$ cat src/rtl/apb_req_arbiter.sv
// rtl/apb_req_arbiter.sv - round-robin arbiter and APB master sharing one slave port between NREQ requesters
// Optional feature macro: APB_ARB_TIMEOUT_EN (ACCESS wait-state timeout with error response)
module apb_req_arbiter #(
    parameter int NREQ           = 2,
    parameter int ADDR_W         = 32,
    parameter int DATA_W         = 32,
    parameter int TIMEOUT_CYCLES = 16
) (
    input  logic                     pclk,
    input  logic                     prst,
    input  logic [NREQ-1:0]          req_valid,
    input  logic [NREQ-1:0]          req_write,
    input  logic [NREQ*ADDR_W-1:0]   req_addr,
    input  logic [NREQ*DATA_W-1:0]   req_wdata,
    output logic [NREQ-1:0]          req_ready,
    output logic [NREQ-1:0]          rsp_valid,
    output logic [DATA_W-1:0]        rsp_rdata,
    output logic                     rsp_err,
    output logic                     psel,
    output logic                     penable,
    output logic                     pwrite,
    output logic [ADDR_W-1:0]        paddr,
    output logic [DATA_W-1:0]        pwdata,
    input  logic [DATA_W-1:0]        prdata,
    input  logic                     pready
);
    localparam int PTR_W = (NREQ > 1) ? $clog2(NREQ) : 1;

    typedef enum logic [1:0] {IDLE, SETUP, ACCESS} state_t;

    state_t           state, state_n;
    logic [PTR_W-1:0] ptr;
    logic [PTR_W-1:0] owner;
    logic [PTR_W-1:0] win_idx;
    logic [PTR_W:0]   cand;
    logic             win_found;
    logic             done_ok;
    logic             done_abort;

    // Winner: first valid requester at or after the pointer, wrapping once.
    always_comb begin
        win_found = 1'b0;
        win_idx   = '0;
        cand      = '0;
        for (int k = 0; k < NREQ; k++) begin
            cand = {1'b0, ptr} + (PTR_W+1)'(k);
            if (cand >= (PTR_W+1)'(NREQ))
                cand = cand - (PTR_W+1)'(NREQ);
            if (!win_found && req_valid[cand[PTR_W-1:0]]) begin
                win_found = 1'b1;
                win_idx   = cand[PTR_W-1:0];
            end
        end
    end

    assign req_ready = (prst && state == IDLE && win_found) ? (NREQ'(1) << win_idx) : '0;
    assign done_ok   = (state == ACCESS) && pready;

`ifdef APB_ARB_TIMEOUT_EN
    logic [7:0] acc_cnt;

    always_ff @(posedge pclk or negedge prst) begin
        if (!prst)
            acc_cnt <= '0;
        else if (state == SETUP)
            acc_cnt <= '0;
        else if (state == ACCESS && !pready)
            acc_cnt <= acc_cnt + 8'd1;
    end

    // Abort on the cycle whose wait state would bring the count to the limit.
    assign done_abort = (state == ACCESS) && !pready && (acc_cnt + 8'd1 == 8'(TIMEOUT_CYCLES));
`else
    assign done_abort = 1'b0;
`endif

    always_comb begin
        state_n = state;
        psel    = 1'b0;
        penable = 1'b0;
        case (state)
            IDLE: begin
                if (win_found)
                    state_n = SETUP;
            end
            SETUP: begin
                psel    = 1'b1;
                state_n = ACCESS;
            end
            ACCESS: begin
                psel    = 1'b1;
                penable = 1'b1;
                if (done_ok || done_abort)
                    state_n = IDLE;
            end
            default: state_n = IDLE;
        endcase
    end

    always_ff @(posedge pclk or negedge prst) begin
        if (!prst) begin
            state     <= IDLE;
            ptr       <= '0;
            owner     <= '0;
            paddr     <= '0;
            pwrite    <= 1'b0;
            pwdata    <= '0;
            rsp_valid <= '0;
            rsp_rdata <= '0;
            rsp_err   <= 1'b0;
        end else begin
            state     <= state_n;
            rsp_valid <= '0;
            if (state == IDLE && win_found) begin
                paddr  <= req_addr[win_idx*ADDR_W +: ADDR_W];
                pwdata <= req_wdata[win_idx*DATA_W +: DATA_W];
                pwrite <= req_write[win_idx];
                owner  <= win_idx;
                ptr    <= (win_idx == PTR_W'(NREQ-1)) ? '0 : win_idx + 1'b1;
            end
            if (done_ok) begin
                rsp_valid <= NREQ'(1) << owner;
                rsp_rdata <= pwrite ? '0 : prdata;
                rsp_err   <= 1'b0;
            end else if (done_abort) begin
                rsp_valid <= NREQ'(1) << owner;
                rsp_rdata <= '0;
                rsp_err   <= 1'b1;
            end
        end
    end
endmodule

$ cat config.mk
export PLATFORM = sky130hd
export DESIGN_NAME = apb_req_arbiter
export DESIGN_NICKNAME = d
export VERILOG_FILES = /design/src/rtl/apb_req_arbiter.sv
export SDC_FILE = /design/constraint.sdc
export NUM_CORES = 1
export LEC_CHECK = 0
export BUFFER_PORTS_ARGS = -buffer_cell sky130_fd_sc_hd__buf_2
export CELL_PAD_IN_SITES_DETAIL_PLACEMENT = 1
export CELL_PAD_IN_SITES_GLOBAL_PLACEMENT = 1
export CORE_ASPECT_RATIO = 1.4
export CORE_UTILIZATION = 33
export CTS_BUF_LIST = sky130_fd_sc_hd__clkbuf_2
export CTS_CLUSTER_DIAMETER = 50
export DETAILED_ROUTE_END_ITERATION = 10
export PLACE_DENSITY = 0.83
export SKIP_CTS_REPAIR_TIMING = 1
export SLEW_MARGIN = 20
export SYNTH_ARGS = -nofsm -noshare
export SYNTH_HDL_FRONTEND = slang
export SYNTH_SLANG_ARGS = --single-unit
$ cat constraint.sdc
create_clock -name pclk -period 1.9 [get_ports pclk]
set_input_delay 0.19 -clock pclk [delete_from_list [all_inputs] [get_ports pclk]]
set_output_delay 0.19 -clock pclk [all_outputs]
set_load 0.05 [all_outputs]
* Word level (Yosys, flattened, before mapping) *
Cells that the tools add are included.

word-level totals
  register bits after elaboration = 103
  bits of input ports = 167
  output and inout port bits = 104

operators by class
  add/sub/neg operators = 4
  order comparisons = 5
  equality and inequality tests = 4
  shifts and indexed selects = 4
  multiplexer cells = 21
  reductions and logical operators = 9

operators with widths
  operator               count
  $shiftx A64 B7 Y32     2
  $mux W32               1
  $mux W1                15
  $mux W2                4
  $lt A1 B2 Y1 const B   3
  $pmux W2 S3            1
  $logic_and A1 B1 Y1    5
  $ne A2 B2 Y1 const B   2
  $shl A1 B1 Y2 const A  2
  $add A1 B1 Y2 const B  1
  $eq A2 B1 Y1 const B   1
  $eq A2 B2 Y1 const B   1
  $ge A1 B2 Y1 const B   1
  $ge A2 B2 Y1 const B   1
  $logic_not A2 Y1       1
  $reduce_and A2 Y1      1
  $reduce_or A2 Y1       1
  $sub A1 B1 Y1 const B  2
  $add A1 B1 Y1 const B  1
  $logic_not A1 Y1       1

* Logic depth before layout (Yosys ltp) *
Gate-level depths: netlist of run 1.

  depth in word-level cells = 10
  depth in mapped cells = 7
  mapped depth without buffers = 5

* Worst setup path before layout of run 1 *
Ideal clock, no wire load.

  kind = reg2out
  start point = register state[0]
  end point = output req_ready[1]
  arrival = 1652 ps
  data required time = 1710 ps
  setup slack = 58 ps
  cell stages (with the launch flop) = 8
  path through = dfrtp_1 > inv_1 > ha_1 > nand2_1 > a21oi_2 > buf_4 > buf_2 > and2_1

on the way
  longest elaborated chain between the ends = 4

ends and longest elaborated chain
  what                               RTL line  text
  start, declared                    31        state_t state, state_n;
  start signal, assigned             112       state <= state_n;
  $logic_not A2 Y1                   56        assign req_ready = (prst && state == IDLE && win_found) ? (NREQ'(1) << win_idx) : '0;
  $logic_and A1 B1 Y1 (2 in series)  56
  $mux W2                            56
  end, declared                      15        output logic [NREQ-1:0] req_ready,

No other way between the ends.

* Worst setup path after layout of run 1 *
  start point = register state[1]
  end point = output req_ready[0]

The elaborated chain is that of the path after synthesis.

==> flow_metrics.tcl, run 1 <==
set metrics [dict create \
    status "complete, but fails checks" \
    violations "setup timing" \
    htreeDepth 3 \
    crit_path_max_incr_delay_ns 0.46 \
    drc_errors 0 \
    dr.pass1.iters 4 \
    synth_edf_count 0 \
    gp_congestion 0.794 \
    synth-simple-area-share 0.172 \
    gr-total-overflow 0 \
    antenna_found_initial 9 \
    dieWidth_um 100 \
    fin_crit_ns 2.04 \
    setup_violations 2 \
    slew_headroom 0.636 \
    cts_tree "done" \
    worstPathMaxFanout 4 \
    crit_family "flip-flops" \
    final_util 0.606 \
    r2r-start "state[1]" \
    worst_slack_ns -0.140 \
    initial_core_util 0.344 \
    yosysSeqAreaShare 0.577 \
    yosysTopAreaCellShare 0.577 \
    routedWlPerCell_um 22.0 \
    dp_hpwl_mm 11.2 \
    nets 981 \
    worstPathArrival_ns 1.85 \
    synth_top_family_by_area "compound AO/OA/AOI/OAI gates" \
    swShare 0.541 \
    end_kind "output pin" \
    cts_buffer_depth 2 \
    seq_power_share 0.288 \
    synthXorXnorAreaFrac 0 \
    fmax_mhz 490 \
    grt_start_max_net_pins 101 \
    grt_pass1_vias 4531 \
    cp-start-kind "register" \
    first_iter_violations 188 \
    p_int_mw 6.06 \
    power_mw 13.2 \
    drv_slew 0 \
    syn_nets 555 \
    rsz0062_at_grt "true" \
    path_cells "inv_2 -> ha_4 -> nand2_4 -> a21oi_4 -> and2_4 -> buf_8" \
    p_leak_nw 3.93 \
    min_from "req_valid[0]" \
    synth_area_um2 4470 \
    synth-adder-area-share 0.00840 \
    power.density_nw_per_um2 1680 \
    wl_mm 22.0 \
    die-area_um2 14000 \
    boundaryPins 271 \
    crit_type "reg -> out" \
    core_area_um2 13000 \
    cp_data_required_time_ns 1.71 \
    finalCritPeriodShare 1.07 \
    cts_root_buf "clkbuf_2" \
    final_common_cell "buf_2" \
    io_buffers 269 \
    clock_latency_ns 0.60 \
    path_buf_inv 2 \
    cp-startpoint "state[1]" \
    net-switching-power_mw 7.16 \
    drive_above_1_share 0.376 \
    grt_pass1_wl_mm 23.0 \
    path_clk_slew_ns 0.28 \
    synth_cell_types 24 \
    worst_pin_slew_ns 0.546 \
    peakVddDrop_mv 1.15 \
    maxCapViolCount 0 \
    netlist_top_cells_area "dfrtp_1 (58%), a221o_1 (15%), and2_0 (5.9%)" \
    synthCells 385 \
    layout.cells.most_common_list "buf_2 (266), dlygate4sd3_1 (165), dfrtp_1 (103)" \
    setup_tns_ns -0.217 \
    final.setup_skew_ns 0.0649 \
    p_comb_frac 0.622 \
    synth_largest_area_cell "dfrtp_1" \
    ys_seq_elements 103 \
    clock_sinks 103 \
    cp_slowest_cell "dfrtp_1" \
    ys_warn_count 0 \
    p_clk_frac 0.090 \
    synthFlopType "dfrtp_1" \
    grt_use_total 0.213 \
    rows 49 \
    drtAntennaViolNets 0 \
    hold_violations 0 \
    syn_to_final_growth_pct 76.3 \
    cts_buffers 9 \
    synthMuxAreaShare 0.00252 \
    synth_compound_area_frac 0.193 \
    vias 5161 \
    fillers 1467 \
    syn_area_per_cell_um2 11.6 \
    die_h_um 140 \
    viasPerCell 5.16 \
    async_flop_share 1.00 \
    min_path_type "in -> reg" \
]
## power groups by stage
| stage | registers [mW] | logic, mW | clock network (mW) |
|---|---|---|---|
| global placement | 3.69 | 7.30 | 0 |
| floorplan | 6.95 | 2.34 | 0 |
| CTS | 3.71 | 7.55 | 1.22 |
| finish | 3.81 | 8.22 | 1.19 |
| global route | 3.89 | 8.57 | 1.29 |
| detailed placement | 3.74 | 7.55 | 0 |
## cells in the mapped netlist (2+ instances only)
cell type  number
dfrtp_1       103
a221o_1        65
and2_0         42
nand2_1        35
nand2b_1       32
o21ai_0        32
and2_1         25
clkbuf_1       13
buf_2           8
buf_4           6
buf_6           4
ha_1            3
inv_1           3
a21o_1          2
a21oi_2         2
nor2_1          2
## kinds of logic (layout without fill, tap and decap cells)
family / Yosys count / in the layout
AO/OA/AOI/OAI: 104 / 104
adder cells (fa/ha/maj): 3 / 3
buffers and inverters: 35 / 466
flip-flops: 103 / 103
multiplexers: 1 / 1
other: 1 / 8
AND/OR/NAND/NOR: 138 / 138
## layer usage
metal	track usage	share of wire
met3	0.0532	0.056
met4	0.105	0.057
met2	0.374	0.54
met1	0.237	0.34
met5	0	0.0012
## path summary, 6_finish.rpt
| path | slack [ns] | cells after the start | to |
|---|---|---|---|
| max | -0.14 | 6 | req_ready[0] |
| max in group asynchronous | 1.10 | 3 | state[0] |
| min | 0.22 | 4 | state[0] |
| max reg2reg | 0.09 | 7 | paddr[26] |
| min reg2reg | 0.49 | 1 | rsp_valid[0] |
| min in group asynchronous | 0.23 | 3 | paddr[0] |
## cell type report
type / count / area, um2 / share of cell area
diodes: 7 / 17.5 / 0.00222
clock buffers: 10 / 50.0 / 0.00635
clock inverters: 6 / 83.8 / 0.0106
inverters: 3 / 11.3 / 0.00143
multi-input cells: 247 / 1740 / 0.220
flip-flops and latches: 103 / 2580 / 0.327
well taps: 178 / 223 / 0.0283
repair buffers: 447 / 3180 / 0.404
## state kept, by name (all words and copies together) (netlist names)
name,cells
owner,1
paddr,32
ptr,1
pwdata,32
pwrite,1
rsp_rdata,32
rsp_valid,2
state,2
## through the flow
stage	area, um2	hold WS [ns]	setup slack (ns)	instances
floorplan	4470	-0.106	0.0584	385
global placement	6000	0.00425	0.259	809
detailed placement	6000	0.00687	0.164	809
CTS	6130	-0.692	-0.487	825
global route	7880	0.202	-0.223	1001
finish	7880	0.218	-0.140	1001
## worst reg2reg max path: cells and delay by family, from the launching register on
| family | cells | cell delay, ns |
|---|---|---|
| adders and majority gates | 1 | 0.18 |
| buffers and inverters | 3 | 0.59 |
| AOI/OAI and AO/OA | 2 | 0.47 |
| DFF | 1 | 0.46 |
| and+or+nand+nor | 1 | 0.06 |
No activity file was read; power rests on OpenSTA's default activity.
==> inputs of run 2 (changes only) <==
ABC_AREA = 1   (was unset)
CORE_UTILIZATION = 31   (was 33)
PLACE_DENSITY = 0.82   (was 0.83)
==> flow_metrics.tcl, run 2 <==
set metrics [dict create \
    antenna_found_initial 4 \
    layout.cells.most_common_list "nand2_1 (400), buf_2 (264), dlygate4sd3_1 (165)" \
    setup_violations 1 \
    yosysTopAreaCellShare 0.522 \
    final_util 0.535 \
    rr_endpoint "rsp_rdata[30]" \
    viasPerCell 4.99 \
    status "complete, but fails checks" \
    synth_commonest_cells "nand2_1 (403), dfrtp_1 (103), nand3_1 (67)" \
    cts_root_buf "clkbuf_2" \
    min_path_type "in -> reg" \
    syn_nets 843 \
    grt_pass1_vias 5149 \
    rr_worst_depth 5 \
    async_flop_share 1.00 \
    synthCells 673 \
    net-switching-power_mw 7.89 \
    r2r-start "state[1]" \
    peakVddDrop_mv 0.841 \
    slew_headroom 0.620 \
    maxCapViolCount 0 \
    htreeDepth 3 \
    ys_warn_count 0 \
    final.setup_skew_ns 0.0438 \
    p_comb_frac 0.640 \
    synth_edf_count 0 \
    min_from "req_valid[0]" \
    drtAntennaViolNets 0 \
    io_buffers 269 \
    synthMostInstantiatedCell "nand2_1" \
    p_int_mw 5.46 \
    drv_slew 0 \
    nets 1257 \
    worstPathMaxFanout 12 \
    dp.cells 1106 \
    swShare 0.591 \
    boundaryPins 271 \
    cp_data_required_time_ns 1.71 \
    clock_sinks 103 \
    gr-total-overflow 0 \
    initial_core_util 0.317 \
    p_clk_frac 0.075 \
    power.density_nw_per_um2 1600 \
    finalCritPeriodShare 1.01 \
    synthFlopType "dfrtp_1" \
    syn_to_final_growth_pct 68.7 \
    cts_buffer_depth 2 \
    dp_hpwl_mm 12.4 \
    ys_seq_elements 103 \
    drive_above_1_share 0.288 \
    drc_errors 0 \
    rsz0062_at_grt "true" \
    wl_mm 24.3 \
    path_clk_slew_ns 0.31 \
    crit_path_max_incr_delay_ns 0.48 \
    yosysSeqAreaShare 0.522 \
    fin_crit_ns 1.93 \
    worst_pin_slew_ns 0.570 \
    worst_slack_ns -0.0265 \
    grt_use_total 0.200 \
    die-area_um2 16400 \
    dieWidth_um 109 \
    gp_congestion 0.752 \
    synth_cell_types 16 \
    setup_tns_ns -0.0265 \
    synth_largest_area_cell "dfrtp_1" \
    cts_buffers 9 \
    routedWlPerCell_um 18.8 \
    clock_latency_ns 0.58 \
    fin_cells 1292 \
    reg.largest.list "paddr (32), pwdata (32), rsp_rdata (32)" \
    die_h_um 151 \
    fmax_mhz 519 \
    rows 54 \
    violations "setup timing" \
    synth_area_um2 4930 \
    final_common_cell "nand2_1" \
    cts_tree "done" \
    grt_pass1_wl_mm 25.7 \
    p_leak_nw 4.74 \
    crit_type "reg -> out" \
    r2r_slack_ns 0.10 \
    syn_area_per_cell_um2 7.33 \
    hold_violations 0 \
    holdPathStages 6 \
    vias 6448 \
    cp-start-kind "register" \
    grt_start_max_net_pins 104 \
    seq_power_share 0.285 \
    cp_slowest_cell "dfrtp_1" \
    first_iter_violations 231 \
    core_area_um2 15500 \
    worstPathArrival_ns 1.74 \
    end_kind "output pin" \
    worstHoldEndpoint "owner" \
    netlist_top_cells_area "dfrtp_1 (52%), nand2_1 (31%), nand3_1 (6.8%)" \
    dr.pass1.iters 4 \
    path_cells "inv_2 -> ha_4 -> nand2_8 -> nor3_4 -> buf_6" \
    fillers 1973 \
]
-- run 2: layer usage --
| layer | wire length [um] | vias to the layer above | track usage |
|---|---|---|---|
| li1 | - | 2908 | - |
| met1 | 8480 | 3094 | 0.228 |
| met2 | 13000 | 321 | 0.366 |
| met3 | 1310 | 125 | 0.0387 |
| met4 | 1460 | 0 | 0.0730 |
| met5 | 0 | - | 0 |
-- run 2: cells by family after synthesis --
family	synth area share
AOI/OAI and AO/OA	0.0335
DFF	0.522
and+or+nand+nor	0.382
adders and majority gates	0.00761
other	0.000760
buffers and inverters	0.0540
-- run 2: how the worst max path moves through the flow --
stage / startpoint / end / slack (ns) / cells past startpoint
after floorplan: ptr / req_ready[1] / 0.09 / 8
after global placement: state[0] / pwdata[24] / 0.37 / 7
after detailed placement: state[1] / pwdata[18] / 0.27 / 7
after CTS: state[1] / req_ready[0] / -0.29 / 5
after global routing: state[0] / req_ready[0] / -0.15 / 5
final: state[0] / req_ready[0] / -0.03 / 5
-- run 2: stage by stage --
step	hold slack, ns	cell area [um2]	setup slack [ns]	total power, mW
6_report	0.0832	8320	-0.0265	13.3
5_1_grt	0.0369	8320	-0.152	14.1
4_1_cts	-0.398	6580	-0.289	12.7
3_5_place_dp	0.322	6480	0.274	11.7
3_3_place_gp	0.318	6480	0.372	11.5
2_1_floorplan	-0.106	4940	0.0920	9.49
-- run 2: layout make-up --
cell class,count,area [um2],area share
Multi-Input combinational cell,514,2150,0.259
Antenna cell,4,10.0,0.00120
Clock buffer,9,45.0,0.00541
Sequential cell,103,2580,0.310
Timing Repair Buffer,449,3200,0.384
Tap cell,196,245,0.0295
Inverter,10,40.0,0.00481
Clock inverter,7,53.8,0.00647
-- run 2: power by group through the flow --
stage	Clock, mW	Combinational, mW	Sequential (mW)
floorplan	0	2.32	7.17
global placement	0	7.72	3.74
detailed placement	0	7.88	3.77
CTS	1.05	7.88	3.74
global route	1.13	9.08	3.90
finish	1.01	8.54	3.80
-- run 2: critical path, delay by kind of cell (launching register included) --
family / cells / cell delay (ns)
buf+inv: 2 / 0.28
fa+ha+maj: 1 / 0.18
flops: 1 / 0.48
simple gates: 2 / 0.24
